==> src/rtl/contador_pkg.sv <==
// Shared constants and helpers for the multi-digit BCD counter.
//   DIGIT_W          : bits per BCD digit
//   DIGIT_MAX        : largest legal BCD digit value
//   DEFAULT_DIGITS   : default number of digits
//   DEFAULT_PRESCALE : default clk cycles per count step (50 MHz -> 1 Hz)
package contador_pkg;

  localparam int unsigned DIGIT_W          = 4;
  localparam int unsigned DIGIT_MAX        = 9;
  localparam int unsigned DEFAULT_DIGITS   = 2;
  localparam int unsigned DEFAULT_PRESCALE = 50_000_000;

  typedef logic [DIGIT_W-1:0] bcd_digit_t;

  // Saturate a loaded nibble to the largest legal BCD digit.
  function automatic bcd_digit_t clamp_digit(input bcd_digit_t d);
    return (d > DIGIT_W'(DIGIT_MAX)) ? DIGIT_W'(DIGIT_MAX) : d;
  endfunction

endpackage

==> src/rtl/divisor_tick.sv <==
// Clock-enable prescaler: counts 0..PRESCALE-1 while enabled and raises
// strobe combinationally on the last count of each period.
//   clk    : system clock
//   reset  : synchronous active-low reset
//   enable : 1 = count, 0 = hold
//   clear  : synchronous restart of the period (counter to 0)
//   strobe : (count == PRESCALE-1) && enable
module divisor_tick
  import contador_pkg::*;
#(
  parameter int unsigned PRESCALE = DEFAULT_PRESCALE
) (
  input  logic clk,
  input  logic reset,
  input  logic enable,
  input  logic clear,
  output logic strobe
);

  localparam int unsigned    CNT_W = (PRESCALE > 1) ? $clog2(PRESCALE) : 1;
  localparam logic [CNT_W-1:0] LAST = CNT_W'(PRESCALE - 1);

  logic [CNT_W-1:0] cnt_q, cnt_d;

  assign strobe = enable && (cnt_q == LAST);

  // Next count: clear wins, wrap on the step, otherwise advance when enabled.
  always_comb begin
    cnt_d = cnt_q;
    if (clear) begin
      cnt_d = '0;
    end else if (strobe) begin
      cnt_d = '0;
    end else if (enable) begin
      cnt_d = cnt_q + CNT_W'(1);
    end
  end

  always_ff @(posedge clk) begin
    if (!reset) begin
      cnt_q <= '0;
    end else begin
      cnt_q <= cnt_d;
    end
  end

endmodule

==> src/rtl/contador_bcd_multi.sv <==
// Multi-digit up/down BCD counter advanced by a prescaled clock enable.
//   clk        : system clock (only clock in the block)
//   reset      : synchronous active-low reset
//   enable     : 1 = prescaler and counter run, 0 = freeze
//   up_down    : 1 = count up, 0 = count down (sampled at the step edge)
//   load       : synchronous load strobe, restarts the prescaler period
//   load_value : BCD value to load, digit 0 in [3:0]; nibbles > 9 clamp to 9
//   outcome    : current BCD count, digit 0 in [3:0]
//   tick       : registered one-cycle pulse with each new count
//   carry      : registered one-cycle pulse when the count wraps
module contador_bcd_multi
  import contador_pkg::*;
#(
  parameter int unsigned DIGITS   = DEFAULT_DIGITS,
  parameter int unsigned PRESCALE = DEFAULT_PRESCALE
) (
  input  logic                      clk,
  input  logic                      reset,
  input  logic                      enable,
  input  logic                      up_down,
  input  logic                      load,
  input  logic [DIGITS*DIGIT_W-1:0] load_value,
  output logic [DIGITS*DIGIT_W-1:0] outcome,
  output logic                      tick,
  output logic                      carry
);

  localparam int unsigned W     = DIGITS * DIGIT_W;
  localparam bcd_digit_t  MAX_D = DIGIT_W'(DIGIT_MAX);

  logic              step_c;
  logic [DIGITS-1:0] at_limit_c;
  logic [W-1:0]      stepped_c;
  logic [W-1:0]      clamped_c;
  logic              wrap_c;

  logic [W-1:0] outcome_q, outcome_d;
  logic         tick_q, tick_d;
  logic         carry_q, carry_d;

  // The load also restarts the period so the next step is a full PRESCALE away.
  divisor_tick #(
    .PRESCALE(PRESCALE)
  ) u_divisor_tick (
    .clk   (clk),
    .reset (reset),
    .enable(enable),
    .clear (load),
    .strobe(step_c)
  );

  // Per-digit step: a digit moves only when every lower digit sits at its
  // wrap point (9 going up, 0 going down), i.e. the carry/borrow reaches it.
  for (genvar i = 0; i < DIGITS; i++) begin : g_digit
    bcd_digit_t cur_c;
    logic       cin_c;

    assign cur_c         = outcome_q[i*DIGIT_W +: DIGIT_W];
    assign at_limit_c[i] = up_down ? (cur_c == MAX_D) : (cur_c == '0);

    if (i == 0) begin : g_lsd
      assign cin_c = 1'b1;
    end else begin : g_upper
      assign cin_c = &at_limit_c[i-1:0];
    end

    assign stepped_c[i*DIGIT_W +: DIGIT_W] =
        !cin_c  ? cur_c :
        up_down ? ((cur_c == MAX_D) ? '0    : cur_c + DIGIT_W'(1)) :
                  ((cur_c == '0)    ? MAX_D : cur_c - DIGIT_W'(1));

    assign clamped_c[i*DIGIT_W +: DIGIT_W] = clamp_digit(load_value[i*DIGIT_W +: DIGIT_W]);
  end

  // All digits at their wrap point: the step rolls the whole count over.
  assign wrap_c = &at_limit_c;

  // Load beats step; tick/carry only accompany a real step.
  always_comb begin
    outcome_d = outcome_q;
    tick_d    = 1'b0;
    carry_d   = 1'b0;
    if (load) begin
      outcome_d = clamped_c;
    end else if (step_c) begin
      outcome_d = stepped_c;
      tick_d    = 1'b1;
      carry_d   = wrap_c;
    end
  end

  always_ff @(posedge clk) begin
    if (!reset) begin
      outcome_q <= '0;
      tick_q    <= 1'b0;
      carry_q   <= 1'b0;
    end else begin
      outcome_q <= outcome_d;
      tick_q    <= tick_d;
      carry_q   <= carry_d;
    end
  end

  assign outcome = outcome_q;
  assign tick    = tick_q;
  assign carry   = carry_q;

endmodule

==> config.mk <==
export PLATFORM = sky130hd
export DESIGN_NAME = contador_bcd_multi
export DESIGN_NICKNAME = d
export VERILOG_FILES = /design/src/rtl/contador_pkg.sv /design/src/rtl/divisor_tick.sv /design/src/rtl/contador_bcd_multi.sv
export SDC_FILE = /design/constraint.sdc
export NUM_CORES = 1
export LEC_CHECK = 0
export CORE_MARGIN = 3
export CORE_UTILIZATION = 35
export CTS_BUF_LIST = sky130_fd_sc_hd__clkbuf_16
export DETAILED_ROUTE_END_ITERATION = 16
export PLACE_DENSITY = 0.5
export REMOVE_ABC_BUFFERS = 1
export SLEW_MARGIN = 40
export SYNTH_ARGS = -nofsm -noshare
export SYNTH_HDL_FRONTEND = slang
export SYNTH_HIERARCHICAL = 1
export SYNTH_SLANG_ARGS = --single-unit
==> constraint.sdc <==
create_clock -name clk -period 2.7 [get_ports clk]
set_input_delay 0.27 -clock clk [delete_from_list [all_inputs] [get_ports clk]]
set_output_delay 0.27 -clock clk [all_outputs]
set_load 0.02 [all_outputs]
Yosys cells after proc, flatten, opt, wreduce, memory -nomap -nowiden --
Index checks and enable logic that the tools add are counted.
Operators by class: bitwise logic cells 2, muxes and demuxes 14, order comparisons 2, reductions and logical operators 10, equal/unequal tests 3, add/subtract/negate cells 5
Operator list (count):
- $mux 4 | 9
- $add 26x1->26 const B | 1
- $eq 26x26->1 const B | 1
- $mux 8 | 2
- $add 4x1->4 const B | 2
- $eq 4x4->1 const B | 2
- $gt 4x4->1 const B | 2
- $logic_not 4->1 | 2
- $sub 4x1->4 const B | 2
- $reduce_or 3->1 | 2
- $reduce_and 2->1 | 2
- $reduce_bool 2->1 | 2
- $mux 1 | 3
- $not 1->1 | 2
- $reduce_or 2->1 | 1
- $logic_and 1x1->1 | 1
Word-level totals: logic and storage cells 41, bits in registers 36

Depth between registers and ports, before layout --
Gate-level depths: netlist of run 1.
depth in word-level cells 6, mapped depth 8, mapped depth without buffers 8

Modules after synthesis --
Netlist of run 1, hierarchy kept.
By module, submodules not included:
- divisor_tick | area an instance 1365.1 um^2, times used 1, cells each 142
- contador_bcd_multi | area an instance 710.7 um^2, times used 1, cells each 94

Worst setup path after synthesis of run 1 --
No wires, ideal clock.
path type flip-flop to flip-flop, start register u_divisor_tick.cnt_q[0], end register outcome_q[7], in the netlist outcome[7], stages on the path, launching flop included 8, data arrival time 2296 ps, buffers on the path 0, setup time 74 ps, slack 330 ps, cell sequence dfxtp_1 > ha_1 > and3_2 > nand3_2 > nor3_1 > o211ai_2 > or4_1 > a31oi_1
Between the ends: cells in the longest elaborated chain, start to end 4
RTL lines:
- start: declaration | line divisor_tick.sv:23 | logic [CNT_W-1:0] cnt_q, cnt_d;
- start signal: assignment | line divisor_tick.sv:43 | cnt_q <= cnt_d;
- $eq 26x26->1 | line divisor_tick.sv:25 | assign strobe = enable && (cnt_q == LAST);
- $logic_and 1x1->1 | line divisor_tick.sv:25
- named net step_c | line contador_bcd_multi.sv:31 | logic step_c;
- $reduce_bool 2->1 (no line)
- $reduce_and 2->1 (no line)
- end signal: assignment | line contador_bcd_multi.sv:98 | outcome_q <= outcome_d;
- end: declaration | line contador_bcd_multi.sv:37 | logic [W-1:0] outcome_q, outcome_d;
The timed path passes the listed nets, and every way through them passes these cells. A chain may end at the register's enable or synchronous reset.

Final worst setup path of run 1 --
start register u_divisor_tick.cnt_q[17], end register outcome_q[7], in the netlist outcome[7]
Same word-level chain as after synthesis.

==> results of run 1 <==
## layout make-up
| cell class | count | share of cell area |
|---|---|---|
| Timing Repair Buffer | 28 | 0.1065 |
| Clock buffer | 5 | 0.05025 |
| Clock inverter | 3 | 0.004523 |
| Inverter | 10 | 0.01508 |
| Sequential cell | 36 | 0.2894 |
| Tap cell | 72 | 0.03618 |
| Multi-Input combinational cell | 178 | 0.4980 |
## worst paths after layout
path	depth (start not counted)	slack (ns)	to
hold reg to reg	2	0.49	u_divisor_tick/cnt_q[23]
setup / recovery	7	0.38	outcome[7]
hold / removal	2	0.49	u_divisor_tick/cnt_q[23]
setup reg to reg	7	0.38	outcome[7]
## per-stage QoR
stage	instances	util	hold slack [ns]	cell area, sq um	setup slack (ns)
3_5_place_dp	324	0.4197	0.4795	2354	0.3490
5_1_grt	332	0.4440	0.5064	2490	0.09594
2_1_floorplan	224	-	0.3626	1998	0.1772
3_3_place_gp	324	0.4197	0.4799	2354	0.3862
4_1_cts	332	0.4440	0.4892	2490	0.4061
6_report	332	0.4440	0.4859	2490	0.3834
## synth_stat cells, types with 3 or more instances
| cell type | instances |
|---|---|
| o31ai_1 | 10 |
| a21oi_1 | 17 |
| nor3_1 | 5 |
| inv_1 | 9 |
| nand2_1 | 15 |
| nor2_1 | 18 |
| dfxtp_1 | 36 |
| or3_1 | 4 |
| o211ai_1 | 3 |
| nand4_1 | 5 |
| nand3_1 | 6 |
| clkbuf_1 | 5 |
| nand4_4 | 4 |
| o21ai_0 | 10 |
| or4_1 | 9 |
| a31oi_1 | 5 |
| and3_1 | 5 |
| a221oi_1 | 4 |
| buf_6 | 3 |
| xnor2_1 | 12 |
| xor2_1 | 4 |
## power groups by stage
| stage | logic (uW) | clock network, uW | registers, uW |
|---|---|---|---|
| finish | 114 | 543 | 560 |
| global route | 126 | 590 | 563 |
| CTS | 115 | 560 | 560 |
| detailed placement | 114 | 0 | 572 |
| global placement | 116 | 0 | 572 |
| floorplan | 50.7 | 0 | 576 |
## per-layer routing
metal / vias up / global-route usage / wire, um / part of all wire
met5: - / 0 / 0 / 0
met4: 0 / 0.04458 / 44 / 0.0096
met3: 4 / 0.03274 / 117 / 0.026
met2: 17 / 0.1939 / 1971 / 0.43
met1: 829 / 0.2104 / 2436 / 0.53
li1: 944 / - / - / -
## cells by family (layout without fill, tap and decap cells)
family | count (synthesis) | count (layout) | share of synthesized area
buffers and inverters | 22 | 46 | 0.05545
XOR/XNOR | 16 | 16 | 0.06751
flip-flops | 36 | 36 | 0.3472
AO/OA/AOI/OAI | 61 | 61 | 0.2019
AND/OR/NAND/NOR | 99 | 99 | 0.3170
multiplexers | 1 | 1 | 0.004822
adder cells (fa/ha/maj) | 1 | 1 | 0.006027
## worst reg2reg max path, delay by kind of cell, from the launching register on
family,cells,cell delay [ns]
compound gates,2,0.31
buf+inv,1,0.18
flops,1,0.42
simple gates,4,1.33
## sequential cells by signal (all words and copies together), names as in the netlist
signal and flops:
carry 1, tick 1, outcome 8, u_divisor_tick/cnt_q 26
==> flow_summary.ini, run 1 <==
[run_status]
status = finished clean

[power_and_ir_drop]
power.density_nw_per_um2 = 488.6
p_int_uw = 929.1
p_seq_frac = 0.460
power_uw = 1217
p_sw_uw = 287.5
p_leak_uw = 0.0008296
pwr-share-clk = 0.446
sw_frac_of_total = 0.2363
irDropWorstVdd_uv = 271.7
p_comb_frac = 0.094

[worst_setup_path]
cp_top_family = simple AND/OR/NAND/NOR gates
cp_data_required_time_ns = 2.90
path_cells = nor4bb_1, nand3_1, nor3_1, buf_4, o211ai_2, or4_1, a31oi_1
critPathLaunchType = flip-flop
critPathKind = flip-flop to flip-flop
cpMaxStageDelayCell = or4_1
crit_fanout = 7
cp-startpoint = u_divisor_tick/cnt_q[17]
critPathMaxStageDelay_ns = 0.49
endpoint_kind = flip-flop
r2r-start = u_divisor_tick/cnt_q[17]
crit_buf_inv = 1
critical_path_arrival_ns = 2.52

[logic_synthesis]
yosysUniqueCellTypes = 57
yosys.area.top_type_share = 0.3472
synthCells = 236
synth_top_cell_by_area = dfxtp_1
syn_area_per_cell_sq_um = 8.796
ys.warnings.count = 6
postSynth.asyncResetShare = 0
synth_area_sq_um = 2076
synth-seq-cells = 36
synthTopCellsByArea = dfxtp_1 (35%), xnor2_1 (5.1%), a21oi_1 (4.1%)
synth_edf_count = 0
ys.flop_type = dfxtp_1
yosysSeqAreaShare = 0.3472

[clock_network]
post_cts.repair.setup_buffers = 0
holdBufCountCts = 0
clk_latency_ns = 0.28
tritoncts = built
clk_pin_slew_ns = 0.05
cts_buffers = 5
cts_buffer_depth = 2
cts.repair.resized = 0
cts_sinks = 36
clockRootBuffer = clkbuf_16
cts_htree_levels = 2

[layout]
multi_input_area_sq_um = 1240
layout_commonest_cell = dfxtp_1
final_cell_mix = dfxtp_1 (36), clkdlybuf4s50_1 (22), nor2_1 (18)
seqCellArea_sq_um = 720.7
fill_cells = 582
final_layout_size_suffix_gt1_frac = 0.1231
area_delta_synth_final_pct = 19.95
nets = 273
n_antenna_cell = 0

[global_routing]
grt_remaining_overflow = 0
grt_pass1_wl_um = 8010
track_usage = 0.1399
antenna_found_initial = 0
grt_pass1_vias = 1597
grt_max_degree = 26

[timing]
hold_viol_final = 0
relSlewSlack = 0.7094
final.min_clock_period_ns = 2.317
fin_setup_tns_ns = 0
drv_slew = 0
finalCritPeriodShare = 0.8580
rsz0062_at_grt = false
tightest_slew_ns = 0.4345
timing.fmax_mhz = 431.7
finalClockSkew_ns = 0.002953
setup_viol = 0

[drt]
wl_per_cell_um = 13.77
ant_nets = 0
viasPerCell = 5.404
initialDrtViolationCount = 57
firstDrtPassIters = 4
vias = 1794
wirelength_um = 4570
drc = 0

[die]
die_height_um = 83.01
core_area_sq_um = 5608
die_area_sq_um = 6891
rows = 27
initial_utilization = 0.3701
die_w_um = 83.01
ios = 23

[place]
dpl.hpwl_um = 3246
io_buffer_count = 22
gp_congestion = 0.7898

[min_path]
hold_path_startpoint = u_divisor_tick/cnt_q[23]
hp-class = flip-flop to flip-flop

[job]
drv_cap = 0
Power figures use the tool's default switching activity.
==> run 2, diff against run 1 <==
--- a/config.mk
+++ b/config.mk
@@ -14,5 +14,4 @@
 export SLEW_MARGIN = 40
 export SYNTH_ARGS = -nofsm -noshare
 export SYNTH_HDL_FRONTEND = slang
-export SYNTH_HIERARCHICAL = 1
 export SYNTH_SLANG_ARGS = --single-unit
==> run 2 against run 1 <==
  * Total power decreased by 0.43%
  * Cell area decreased by 2.0%
  * Combinational power about the same
  * Setup slack better by 0.090 ns
  * Die area down 3.1%
  * Worst hold slack improved by 0.050 ns
  * Global-route usage grew 1.1 points
  * Area after synthesis decreased by 3.3%
  * Flip-flop and latch count did not move
==> flow_summary.ini, run 2 <==
[global_routing]
grt_pass1_wl_um = 7734
antenna_found_initial = 0
grt_max_degree = 25
grt_remaining_overflow = 0
grt_pass1_vias = 1669
track_usage = 0.1505

[worst_setup_path]
crit_fanout = 7
r2r_slack_ns = 0.47
critical_path_cell_count = 6
r2r-start = u_divisor_tick.cnt_q[1]
r2r_end = outcome[6]
cp_data_required_time_ns = 2.85
critPathLaunchType = flip-flop
critPathKind = flip-flop to flip-flop
critPathMaxStageDelay_ns = 0.50
endpoint = outcome[6]
critical_path_arrival_ns = 2.37
crit_buf_inv = 0
path_cells = ha_1, nor4bb_1, nand2_1, nor4_4, mux2i_1, o32ai_1
r2r_cells = 6
cp-startpoint = u_divisor_tick.cnt_q[1]
endpoint_kind = flip-flop
cpMaxStageDelayCell = nor4_4
cp_top_family = simple AND/OR/NAND/NOR gates

[timing]
drv_slew = 0
fin_setup_tns_ns = 0
relSlewSlack = 0.6703
finalCritPeriodShare = 0.8247
fin_ws_ns = 0.4732
rsz0062_at_grt = false
tightest_slew_ns = 0.4894
setup_viol = 0
finalClockSkew_ns = 0.003606
hold_viol_final = 0
timing.fmax_mhz = 449.1
final.min_clock_period_ns = 2.227

[power_and_ir_drop]
p_comb_frac = 0.095
p_seq_frac = 0.459
p_leak_uw = 0.0008226
power.density_nw_per_um2 = 496.5
pwr-share-clk = 0.447
p_sw_uw = 279.1
irDropWorstVdd_uv = 261.2
p_int_uw = 932.3
sw_frac_of_total = 0.2304

[logic_synthesis]
synth_area_sq_um = 2007
synth_edf_count = 0
ys.flop_type = dfxtp_1
synthCells = 246
synth_top_cell_by_area = dfxtp_1
yosysSeqAreaShare = 0.3591
yosysUniqueCellTypes = 48
synth.most_common_cell = nor2_1
ys.warnings.count = 0
synthTopCellsByArea = dfxtp_1 (36%), xor2_1 (8.3%), nor2_1 (7.7%)
yosys.area.top_type_share = 0.3591
syn_area_per_cell_sq_um = 8.158
synthTopCellsByCount = nor2_1 (41), dfxtp_1 (36), nand2_1 (24)
synth-seq-cells = 36
postSynth.asyncResetShare = 0

[die]
die_area_sq_um = 6679
die_w_um = 81.73
initial_utilization = 0.3762
ios = 23
core_area_sq_um = 5335
rows = 26
die_height_um = 81.73

[layout]
final_layout_size_suffix_gt1_frac = 0.07037
multi_input_area_sq_um = 1207
fill_cells = 555
largest-register = u_divisor_tick.cnt_q
largest_register_ff_count = 26
layout_commonest_cell = nor2_1
n_antenna_cell = 0
final_cell_mix = nor2_1 (41), dfxtp_1 (36), nand2_1 (24)
nets = 283
area_delta_synth_final_pct = 21.57
seqCellArea_sq_um = 720.7

[drt]
vias = 1756
wl_per_cell_um = 13.21
initialDrtViolationCount = 44
firstDrtPassIters = 4
ant_nets = 0
drc = 0
viasPerCell = 5.165
wirelength_um = 4491

[clock_network]
cts_buffer_depth = 2
clk_latency_ns = 0.28
clockRootBuffer = clkbuf_16
cts_buffers = 5
cts_sinks = 36
holdBufCountCts = 0
clk_pin_slew_ns = 0.05
cts.repair.resized = 0
post_cts.repair.setup_buffers = 0
tritoncts = built
cts_htree_levels = 2

[place]
dpl.hpwl_um = 3247
io_buffer_count = 22
gp_congestion = 0.8007
dp_slack_ns = 0.4331

[min_path]
hp-class = flip-flop to flip-flop
min_path_cells = 2

[run_status]
status = finished clean

[job]
drv_cap = 0
==> run 2: changes by cell type in the layout (fill, tap and decap cells not counted), sizes merged, moves of 4 or more <==
cell    previous run  this run
nand2             15        24
o31ai             10         2
nor4               2         8
mux2i              1         5
a21oi             19         4
nor2              18        41
nand3              7        17
xor2               4        19
or4               11         0
o211ai             4         0
inv               11         4
==> run 2: worst min-delay path by stage <==
stage / from / to / slack, ns
floorplan: load_value[2] / outcome[2] / 0.38
global placement: u_divisor_tick.cnt_q[25] / u_divisor_tick.cnt_q[25] / 0.51
detailed placement: u_divisor_tick.cnt_q[25] / u_divisor_tick.cnt_q[25] / 0.52
CTS: u_divisor_tick.cnt_q[25] / u_divisor_tick.cnt_q[25] / 0.54
global route: u_divisor_tick.cnt_q[15] / u_divisor_tick.cnt_q[15] / 0.58
finish: u_divisor_tick.cnt_q[25] / u_divisor_tick.cnt_q[25] / 0.54
==> run 2: layout make-up <==
class                      instances  share of cell area
multi-input combinational        195              0.4949
sequential                        36              0.2954
tap                               70             0.03590
inverter                           4            0.006154
clock inverter                     3            0.005641
timing repair buffer              27              0.1108
clock buffer                       5             0.05128
==> run 2: logic make-up (layout without fill, tap and decap cells) <==
| family | Yosys count | after routing | synth area share |
|---|---|---|---|
| xor gates and xnor gates | 29 | 29 | 0.1266 |
| adders and majority gates | 1 | 1 | 0.006233 |
| buffers and inverters | 15 | 39 | 0.03927 |
| and+or+nand+nor | 133 | 133 | 0.3554 |
| AOI/OAI and AO/OA | 27 | 27 | 0.08853 |
| muxes | 5 | 5 | 0.02494 |
| DFF | 36 | 36 | 0.3591 |
==> run 2: worst min-delay path, stage by stage, from the launching register on <==
cell,delay [ns]
dfxtp_1,0.35
xor2_1,0.08
nor2_1,0.07
==> run 2: power by group through the flow <==
stage | clock (uW) | sequential, uW | combinational, uW
6_report | 541 | 556 | 115
5_1_grt | 587 | 558 | 126
4_1_cts | 565 | 555 | 116
3_5_place_dp | 0 | 567 | 116
3_3_place_gp | 0 | 567 | 116
2_1_floorplan | 0 | 571 | 50.9
==> run 2: layer usage <==
layer	share of wire	track usage
met5	0	0
met3	0.057	0.04386
met4	0.016	0.06478
met1	0.47	0.1917
met2	0.46	0.2359
==> run 2: per-stage QoR <==
stage / instance area, sq um / power [uW] / utilization / cells / hold WS, ns
after floorplan: 1943 / 622.2 / - / 235 / 0.3786
after global routing: 2440 / 1271 / 0.4573 / 340 / 0.5796
after global placement: 2301 / 683.4 / 0.4313 / 332 / 0.5063
after detailed placement: 2301 / 682.9 / 0.4313 / 332 / 0.5192
final: 2440 / 1211 / 0.4573 / 340 / 0.5362
after CTS: 2440 / 1237 / 0.4573 / 340 / 0.5360
==> run 3, diff against run 2 <==
==> constraint.sdc (replaced) <==
create_clock -name clk -period 2.1 [get_ports clk]
set_input_delay 0.21 -clock clk [delete_from_list [all_inputs] [get_ports clk]]
set_output_delay 0.21 -clock clk [all_outputs]
set_load 0.02 [all_outputs]
==> run 3 against run 2 <==
  * Register-to-register slack got worse by 0.30 ns
  * Global-route usage increased by 0.41 points
  * Core utilization is 2.0 points higher
  * Combinational power up 34%
  * Die area unchanged
  * Critical path depth grew 1
  * Cell area up 4.4%
  * Setup slack worse by 0.30 ns
  * Clock-buffer cell count is the same
==> flow_summary.ini, run 3 (synthesis results as in run 2) <==
[min_path]
hp-class = flip-flop to flip-flop
hold_path_startpoint = u_divisor_tick.cnt_q[25]

[clock_network]
clk_latency_ns = 0.28
cts_buffers = 5
cts_buffer_depth = 2
cts_sinks = 36
cts_htree_levels = 2
clockRootBuffer = clkbuf_16
clk_pin_slew_ns = 0.05
tritoncts = built

[place]
io_buffer_count = 22
placed_cell_area_sq_um = 2399
dpl.hpwl_um = 3471
gp_congestion = 0.7514

[layout]
n_antenna_cell = 0
nets = 298
largest-register = u_divisor_tick.cnt_q
final_layout_size_suffix_gt1_frac = 0.1127
fill_cells = 560
seqCellArea_sq_um = 720.7
area_delta_synth_final_pct = 26.87
final_cell_mix = nor2_1 (41), dfxtp_1 (36), nand2_1 (24)
multi_input_area_sq_um = 1207
final_cell_area_sq_um = 2546
layout_commonest_cell = nor2_1
final_core_util = 0.4773
largest_register_ff_count = 26

[die]
die_height_um = 81.73
die_w_um = 81.73
core_area_sq_um = 5335
initial_utilization = 0.3762
ios = 23
die_area_sq_um = 6679
rows = 26

[power_and_ir_drop]
p_leak_uw = 0.0008925
p_seq_frac = 0.460
pwr-share-clk = 0.440
power_uw = 1548
sw_frac_of_total = 0.2272
p_int_uw = 1197
p_sw_uw = 351.7
p_comb_frac = 0.100
power.density_nw_per_um2 = 608.1
irDropWorstVdd_uv = 340.9

[worst_setup_path]
cpMaxStageDelayCell = nor4b_2
critical_path_arrival_ns = 2.08
crit_fanout = 4
cp-startpoint = u_divisor_tick.cnt_q[9]
critPathLaunchType = flip-flop
r2r-start = u_divisor_tick.cnt_q[9]
crit_top_cell = buf_4
path_cells = nor4b_2, nand4_1, buf_4, nor4_4, buf_4, mux2i_1, o32ai_1
endpoint_kind = flip-flop
critPathKind = flip-flop to flip-flop
cp_data_required_time_ns = 2.25
critPathMaxStageDelay_ns = 0.42

[timing]
rsz0062_at_grt = false
whs_ns = 0.5157
finalClockSkew_ns = 0.005341
tightest_slew_ns = 0.5598
hold_viol_final = 0
fin_setup_tns_ns = 0
final.min_clock_period_ns = 1.927
finalCritPeriodShare = 0.9177
drv_slew = 0
relSlewSlack = 0.6228
setup_viol = 0
timing.fmax_mhz = 518.9

[drt]
wirelength_um = 4677
firstDrtPassIters = 4
vias = 1800
wl_per_cell_um = 13.21
initialDrtViolationCount = 64
ant_nets = 0
viasPerCell = 5.085
drc = 0

[global_routing]
track_usage = 0.1546
grt_max_degree = 25
grt_pass1_vias = 1751
grt_remaining_overflow = 0
antenna_found_initial = 0
grt_pass1_wl_um = 7997

[run_status]
status = finished clean

[job]
drv_cap = 0
-- run 3: path summary, 6_finish.rpt --
check | endpoint | slack (ns) | cells after the start
max | outcome[6] | 0.17 | 7
max reg2reg | outcome[6] | 0.17 | 7
min | u_divisor_tick.cnt_q[25] | 0.52 | 2
min reg2reg | u_divisor_tick.cnt_q[25] | 0.52 | 2
-- run 3: power by group through the flow --
stage	Sequential, uW	Clock (uW)	Combinational, uW
floorplan	734	0	65.4
global placement	727	0	157
detailed placement	727	0	156
CTS	712	708	157
global route	714	731	171
finish	712	682	154
-- run 3: routing by layer --
metal  global-route usage  up-vias  part of all wire
met5                    0        -                 0
met4              0.05980        0             0.015
met3              0.03070        5             0.052
met2               0.2666       30              0.48
met1               0.1882      818              0.46
li1                     -      947                 -
-- run 3: what timing repair did --
item	4_1_cts	5_1_grt
buffers inserted	0	2
gates resized for setup	0	0
hold buffers	0	0
setup endpoints to repair	0	3
-- run 3: cell type report --
| class | count | share of cell area |
|---|---|---|
| multi-input combinational | 195 | 0.4742 |
| sequential | 36 | 0.2830 |
| inverter | 4 | 0.005897 |
| timing repair buffer | 42 | 0.1504 |
| clock inverter | 2 | 0.002948 |
| clock buffer | 5 | 0.04914 |
| tap | 70 | 0.03440 |
-- run 3: worst max-delay path, delay by kind of cell (launching register included) --
family          cells  cell delay, ns
buf+inv             2            0.36
compound gates      1            0.10
flops               1            0.34
mux                 1            0.19
simple gates        3            0.81
-- run 3: through the flow --
stage	setup slack, ns	instances
final	0.1728	354
after global routing	0.05200	354
after CTS	0.06382	352
after detailed placement	-0.009639	345
after global placement	0.03399	345
after floorplan	-0.04123	235
